==> config.mk <==
export PLATFORM = sky130hd
export DESIGN_NAME = step_dir_generator
export DESIGN_NICKNAME = d
export VERILOG_FILES = /design/src/rtl/step_dir_generator.sv
export SDC_FILE = /design/constraint.sdc
export NUM_CORES = 1
export LEC_CHECK = 0
export CORE_UTILIZATION = 40
export CTS_CLUSTER_DIAMETER = 120
export DETAILED_ROUTE_END_ITERATION = 16
export GPL_TIMING_DRIVEN = 1
export SETUP_SLACK_MARGIN = 0.1
export SLEW_MARGIN = 20
export SYNTH_ARGS = -nofsm -noshare
export SYNTH_HDL_FRONTEND = slang
export SYNTH_SLANG_ARGS = --single-unit
==> constraint.sdc <==
create_clock -name clk -period 7.45 [get_ports clk]
set_input_delay 0.745 -clock clk [delete_from_list [all_inputs] [get_ports clk]]
set_output_delay 0.745 -clock clk [all_outputs]
set_load 0.1 [all_outputs]
==> src/rtl/step_dir_generator.sv <==
// rtl/step_dir_generator.sv - queued step/dir pulse generator with dir setup, pulse width and position tracking
module step_dir_generator #(
    parameter int STEPS_W  = 16,
    parameter int PERIOD_W = 24,
    parameter int POS_W    = 32
) (
    input  logic                clk,
    input  logic                reset,
    input  logic                cmd_valid,
    output logic                cmd_ready,
    input  logic                cmd_dir,
    input  logic [STEPS_W-1:0]  cmd_steps,
    input  logic [PERIOD_W-1:0] cmd_period,
    input  logic [7:0]          config_pulse_width,
    input  logic [7:0]          config_dir_setup,
    input  logic                abort,
    output logic                step,
    output logic                dir,
    output logic                busy,
    output logic                done,
    output logic                aborted,
    output logic [STEPS_W-1:0]  steps_remaining,
    output logic [POS_W-1:0]    position
);
    typedef enum logic [1:0] {ST_IDLE, ST_SETUP, ST_HIGH, ST_LOW} state_t;

    localparam logic [PERIOD_W-1:0] P_ONE = PERIOD_W'(1);
    localparam logic [PERIOD_W-1:0] P_TWO = PERIOD_W'(2);
    localparam logic [STEPS_W-1:0]  S_ONE = STEPS_W'(1);
    localparam logic [POS_W-1:0]    X_ONE = POS_W'(1);

    state_t                state_q, state_d;
    logic                  dir_q, dir_d, step_q, step_d, done_q, done_d, aborted_q, aborted_d;
    logic                  abt_q, abt_d;
    logic [STEPS_W-1:0]    rem_q, rem_d;
    logic [POS_W-1:0]      pos_q, pos_d;
    logic [PERIOD_W-1:0]   pcnt_q, pcnt_d, per_q, per_d, act_period_q, act_period_d;
    logic [7:0]            pw_q, pw_d;
    logic                  pend_valid_q, pend_valid_d, pend_dir_q, pend_dir_d;
    logic [STEPS_W-1:0]    pend_steps_q, pend_steps_d;
    logic [PERIOD_W-1:0]   pend_period_q, pend_period_d;

    logic [7:0]            pw_eff, su_eff;
    logic [PERIOD_W-1:0]   pw_ext, pw_plus1, hi_period;
    logic                  load, go_high, end_abort, last_low;

    assign pw_eff   = (config_pulse_width == 8'd0) ? 8'd1 : config_pulse_width;
    assign su_eff   = (config_dir_setup == 8'd0) ? 8'd1 : config_dir_setup;
    assign pw_ext   = {{(PERIOD_W-8){1'b0}}, pw_q};
    assign pw_plus1 = {{(PERIOD_W-8){1'b0}}, pw_eff} + P_ONE;

    assign cmd_ready       = !pend_valid_q && !abort;
    assign step            = step_q;
    assign dir             = dir_q;
    assign done            = done_q;
    assign aborted         = aborted_q;
    assign busy            = (state_q != ST_IDLE) || aborted_q;
    assign steps_remaining = rem_q;
    assign position        = pos_q;

    always_comb begin
        state_d       = state_q;
        dir_d         = dir_q;
        step_d        = step_q;
        done_d        = 1'b0;
        aborted_d     = 1'b0;
        abt_d         = abt_q;
        rem_d         = rem_q;
        pos_d         = pos_q;
        pcnt_d        = pcnt_q;
        per_d         = per_q;
        pw_d          = pw_q;
        act_period_d  = act_period_q;
        pend_valid_d  = pend_valid_q;
        pend_dir_d    = pend_dir_q;
        pend_steps_d  = pend_steps_q;
        pend_period_d = pend_period_q;
        load          = 1'b0;
        go_high       = 1'b0;
        end_abort     = 1'b0;
        hi_period     = act_period_q;
        last_low      = (pcnt_q == per_q - P_ONE);

        case (state_q)
            ST_IDLE: begin
                if (abort) end_abort = pend_valid_q;
                else       load      = pend_valid_q;
            end
            ST_SETUP: begin
                if (abort)                         end_abort = 1'b1;
                else if (pcnt_q == per_q - P_ONE)  go_high   = 1'b1;
                else                               pcnt_d    = pcnt_q + P_ONE;
            end
            ST_HIGH: begin
                // An abort seen mid-pulse is remembered so the pulse still completes its full width.
                pcnt_d = pcnt_q + P_ONE;
                abt_d  = abt_q | abort;
                if (pcnt_q == pw_ext - P_ONE) begin
                    step_d = 1'b0;
                    if (abt_q || abort) begin
                        end_abort = 1'b1;
                    end else begin
                        state_d = ST_LOW;
                        done_d  = (rem_q == '0) && (pcnt_q == per_q - P_TWO);
                    end
                end
            end
            ST_LOW: begin
                if (last_low && rem_q == '0) begin
                    if (abort)             state_d = ST_IDLE;
                    else if (pend_valid_q) load    = 1'b1;
                    else                   state_d = ST_IDLE;
                end else if (abort) begin
                    end_abort = 1'b1;
                end else if (last_low) begin
                    go_high = 1'b1;
                end else begin
                    pcnt_d = pcnt_q + P_ONE;
                    done_d = (rem_q == '0) && (pcnt_q == per_q - P_TWO);
                end
            end
            default: state_d = ST_IDLE;
        endcase

        if (end_abort) begin
            state_d   = ST_IDLE;
            done_d    = 1'b1;
            aborted_d = 1'b1;
            abt_d     = 1'b0;
        end

        if (load) begin
            if (pend_steps_q == '0) begin
                state_d = ST_IDLE;
                done_d  = 1'b1;
            end else begin
                act_period_d = pend_period_q;
                hi_period    = pend_period_q;
                rem_d        = pend_steps_q;
                if (pend_dir_q == dir_q) begin
                    go_high = 1'b1;
                end else begin
                    state_d = ST_SETUP;
                    dir_d   = pend_dir_q;
                    pcnt_d  = '0;
                    per_d   = {{(PERIOD_W-8){1'b0}}, su_eff};
                end
            end
        end

        // Step rising edge: counts, position and the period for this step are all fixed here.
        if (go_high) begin
            state_d = ST_HIGH;
            step_d  = 1'b1;
            pcnt_d  = '0;
            pw_d    = pw_eff;
            per_d   = (hi_period > pw_plus1) ? hi_period : pw_plus1;
            rem_d   = rem_d - S_ONE;
            pos_d   = dir_d ? (pos_q + X_ONE) : (pos_q - X_ONE);
        end

        if (abort || load || end_abort) pend_valid_d = 1'b0;
        if (cmd_valid && cmd_ready) begin
            pend_valid_d  = 1'b1;
            pend_dir_d    = cmd_dir;
            pend_steps_d  = cmd_steps;
            pend_period_d = cmd_period;
        end
    end

    always_ff @(posedge clk or posedge reset) begin
        if (reset) begin
            state_q       <= ST_IDLE;
            dir_q         <= 1'b0;
            step_q        <= 1'b0;
            done_q        <= 1'b0;
            aborted_q     <= 1'b0;
            abt_q         <= 1'b0;
            rem_q         <= '0;
            pos_q         <= '0;
            pcnt_q        <= '0;
            per_q         <= '0;
            pw_q          <= 8'd1;
            act_period_q  <= '0;
            pend_valid_q  <= 1'b0;
            pend_dir_q    <= 1'b0;
            pend_steps_q  <= '0;
            pend_period_q <= '0;
        end else begin
            state_q       <= state_d;
            dir_q         <= dir_d;
            step_q        <= step_d;
            done_q        <= done_d;
            aborted_q     <= aborted_d;
            abt_q         <= abt_d;
            rem_q         <= rem_d;
            pos_q         <= pos_d;
            pcnt_q        <= pcnt_d;
            per_q         <= per_d;
            pw_q          <= pw_d;
            act_period_q  <= act_period_d;
            pend_valid_q  <= pend_valid_d;
            pend_dir_q    <= pend_dir_d;
            pend_steps_q  <= pend_steps_d;
            pend_period_q <= pend_period_d;
        end
    end
endmodule

==> out/metrics.yaml <==
cts_buffers: 17
worstHoldStart: "pend_period_q[3]"
synth_top_area_share_pct: 37.08
dieHeight_um: 174.3
drc: 0
use_met1_pct: 31.57
critPathCaptureType: "flip-flop"
synth-xor-area-share_pct: 8.818
postCtsHoldBufs: 0
placed_area_um2: 13180
multi_input_area_um2: 6975
drt-wirelength-per-cell_um: 18.26
crit_path_start: "per_q[2]"
fin_skew_ps: 21.67
gr-max-usage-layer: "met2"
async_flop_share_pct: 100.0
seqCellArea_um2: 4431
die_area_um2: 30380
ir_drop_uv: 307.7
synth_seq_area_share_pct: 37.31
synthMuxAreaShare_pct: 9.102
slew-limit-headroom_pct: 28.07
fill_cells: 2733
crit_required_ps: 7770
initial_core_util_pct: 41.04
antenna_found_initial: 0
met3_usage_pct: 2.778
power.density_nw_per_um2: 336.5
synth-main-ff-cell: "dfrtp_1"
fin_crit_ps: 6119
finalWorstSetupSlack_ps: 1331
synth_compound_area_share_pct: 13.86
stdcell_area_um2: 13820
yosysWarningCount: 0
clk_latency_ps: 460
reg2reg_from: "per_q[2]"
cts_setup_buffers: 0
io_pins: 115
synth_simple_gate_area_share_pct: 24.58
synth_edf_count: 0
ys_top_cells_by_area: "dfrtp_1, mux2_2, xnor2_1, nand2_1, xor2_1"
synthAdderAreaFrac_pct: 2.212
tightest_slew_ps: 1052
ys_seq_elements: 177
synth_cell_types: 88
cts_tree: "built"
nets: 1441
p_leak_nw: 5.789
grt_first_pass_wirelength_um: 53210
diodes: 0
port_buffers: 114
clock-sinks: 177
start_kind: "flip-flop"
overflow: 0
drtPass1Iterations: 7
grt_max_degree: 109
grt_pass1_vias: 9898
outcome: "finished, final reports clean"
dp_slack_ps: 1337
setup_viol: 0
fp-row-count: 62
fin_crit_sh_pct: 82.13
post-route-util_pct: 47.77
cap_violations: 0
synth_largest_area_cell: "dfrtp_1"
ant_nets: 0
hp-class: "flip-flop to flip-flop"
core-area_um2: 28940
htree_levels: 4
arrival_ps: 6440
total_power_mw: 4.650
cts_resized: 0
gp_congestion: 0.9010
syn_avg_cell_area_um2: 9.108
synth_top_family_by_area: "simple AND/OR/NAND/NOR gates"
rsz0062_at_grt: "no"
critPathKind: "flip-flop to flip-flop"
dpl.hpwl_um: 23440
hold_viol: 0
clockBufferDepth: 2
syn_nets: 1386
drtIter0Drc: 763
clk_pin_slew_ps: 90
drive_gt1_share_pct: 10.71
track_usage_pct: 21.74
slew_viol_final: 0
syn-instance-count: 1304
routed_wl_um: 32070
die_w_um: 174.3
netlist_area_um2: 11880
max_freq_mhz: 163.4
worstPathMaxFanout: 11
area_growth_pct: 16.38
fin_setup_tns_ps: 0
gr-usage-met2_pct: 34.41
vias: 10140
via_per_inst: 5.773
cts_root_buffer: "clkbuf_16"
==> kinds of logic (layout without fill, tap and decap cells) <==
| kind of cell | after synthesis | after routing |
|---|---|---|
| AND/OR/NAND/NOR | 540 | 540 |
| AO/OA/AOI/OAI | 239 | 239 |
| flip-flops | 177 | 177 |
| XOR/XNOR | 118 | 118 |
| buffers and inverters | 111 | 179 |
| multiplexers | 98 | 98 |
| adder cells (fa/ha/maj) | 21 | 21 |
==> cell type report <==
cell class                      instances  share of cell area, %
Clock buffer                           17                  3.078
Clock inverter                         15                  1.539
Inverter                               27                 0.8057
Multi-Input combinational cell       1016                  50.47
Sequential cell                       177                  32.05
Tap cell                              384                  3.476
Timing Repair Buffer                  120                  8.582
==> cell usage in the layout, fill, tap and decap left out, types with 11 or more instances in the layout <==
cell type        synthesis  layout
mux2i_1                 28      28
nor2_1                 111     111
or3_1                   18      18
o21ai_0                 40      40
xnor2_1                 66      66
nor4_1                  33      33
mux2_2                  66      66
ha_1                    21      21
nor2b_1                 12      11
clkdlybuf4s50_1          0     114
nand2b_1                12      11
nand2_1                123     123
nor3_1                  47      47
xor2_1                  51      51
dfrtp_1                176     176
a21o_1                  15      15
and3_1                  19      19
nand4_1                 31      31
inv_1                   26      25
nand3_1                 55      55
a21oi_1                 60      59
a22o_1                  12      12
clkbuf_16                0      17
==> path summary, 6_finish.rpt <==
kind,endpoint,cells past startpoint,slack (ps)
min in group asynchronous,act_period_q[1],2,800
worst max register to register,per_q[0],21,1330
worst min register to register,pend_period_q[3],1,520
max in group asynchronous,abt_q,3,5230
worst min-delay path,pend_period_q[3],1,520
worst max-delay path,per_q[0],21,1330
==> critical path, cell delays in order, from the launching register on <==
cell and delay, ps:
dfrtp_1 450, inv_1 110, ha_1 270, nor3b_2 470, nand4_2 290, nand2b_4 230, or4_4 480, and2_4 190
nor4_4 510, o21ai_4 220, mux2_2 350, ha_1 320, a21o_1 160, a21o_1 170, a21oi_1 160, o21ai_0 120
a21oi_1 150, a31oi_1 50, a21oi_1 440, and4_1 470, mux2i_1 250, o221ai_1 120
==> synthesized netlist by cell type, types with 5 or more instances <==
cell        n
clkbuf_1   50
o22ai_1     6
a31oi_1    10
nor2_1    111
and4_1      8
o21ai_1     6
nand3_1    55
o21a_1      9
nor3_1     47
a21o_1     15
dfrtp_1   176
buf_2      20
o21ai_0    40
a41oi_1     8
mux2i_1    28
a22o_1     12
a21oi_1    60
and2_1     10
nor4_1     33
nand2b_1   12
o22a_1      5
o211ai_1    6
xor2_1     51
xnor2_1    66
a22oi_1     8
o31ai_1     6
or4_1       9
a311oi_1    5
or3_1      18
ha_1       21
nor4b_1     6
inv_1      26
nand4_1    31
nor2b_1    12
and3_1     19
nand3b_1   10
nand2_1   123
buf_6       5
buf_1       7
mux2_2     66
==> where the power goes <==
group          leakage, nW  internal (mW)  switching, mW  total, mW
Combinational         3.20          0.787           1.33       2.12
Sequential            2.28           1.22          0.351       1.57
Clock                0.309          0.473          0.496      0.969
==> sequential cells by signal, summed over array words and instances, names as in the netlist, 2 cells and up <==
register,flops
position,32
act_period_q,24
pcnt_q,24
pend_period_q,24
per_q,24
pend_steps_q,16
steps_remaining,16
pw_q,8
state_q,2
==> metal layers <==
metal	part of all wire [%]	vias up	wire (um)
met2	46	221	14800
met3	3.3	24	1061
met5	0	-	0
met1	50	5030	15890
met4	1.0	0	324
li1	-	4863	-
==> per-stage QoR <==
step                      hold WS, ps  cells
after global routing            543.1   1756
after CTS                       527.0   1756
after global placement          500.1   1724
final                           520.2   1756
after floorplan                 466.9   1304
after detailed placement        505.0   1724
Power figures use the tool's default switching activity.
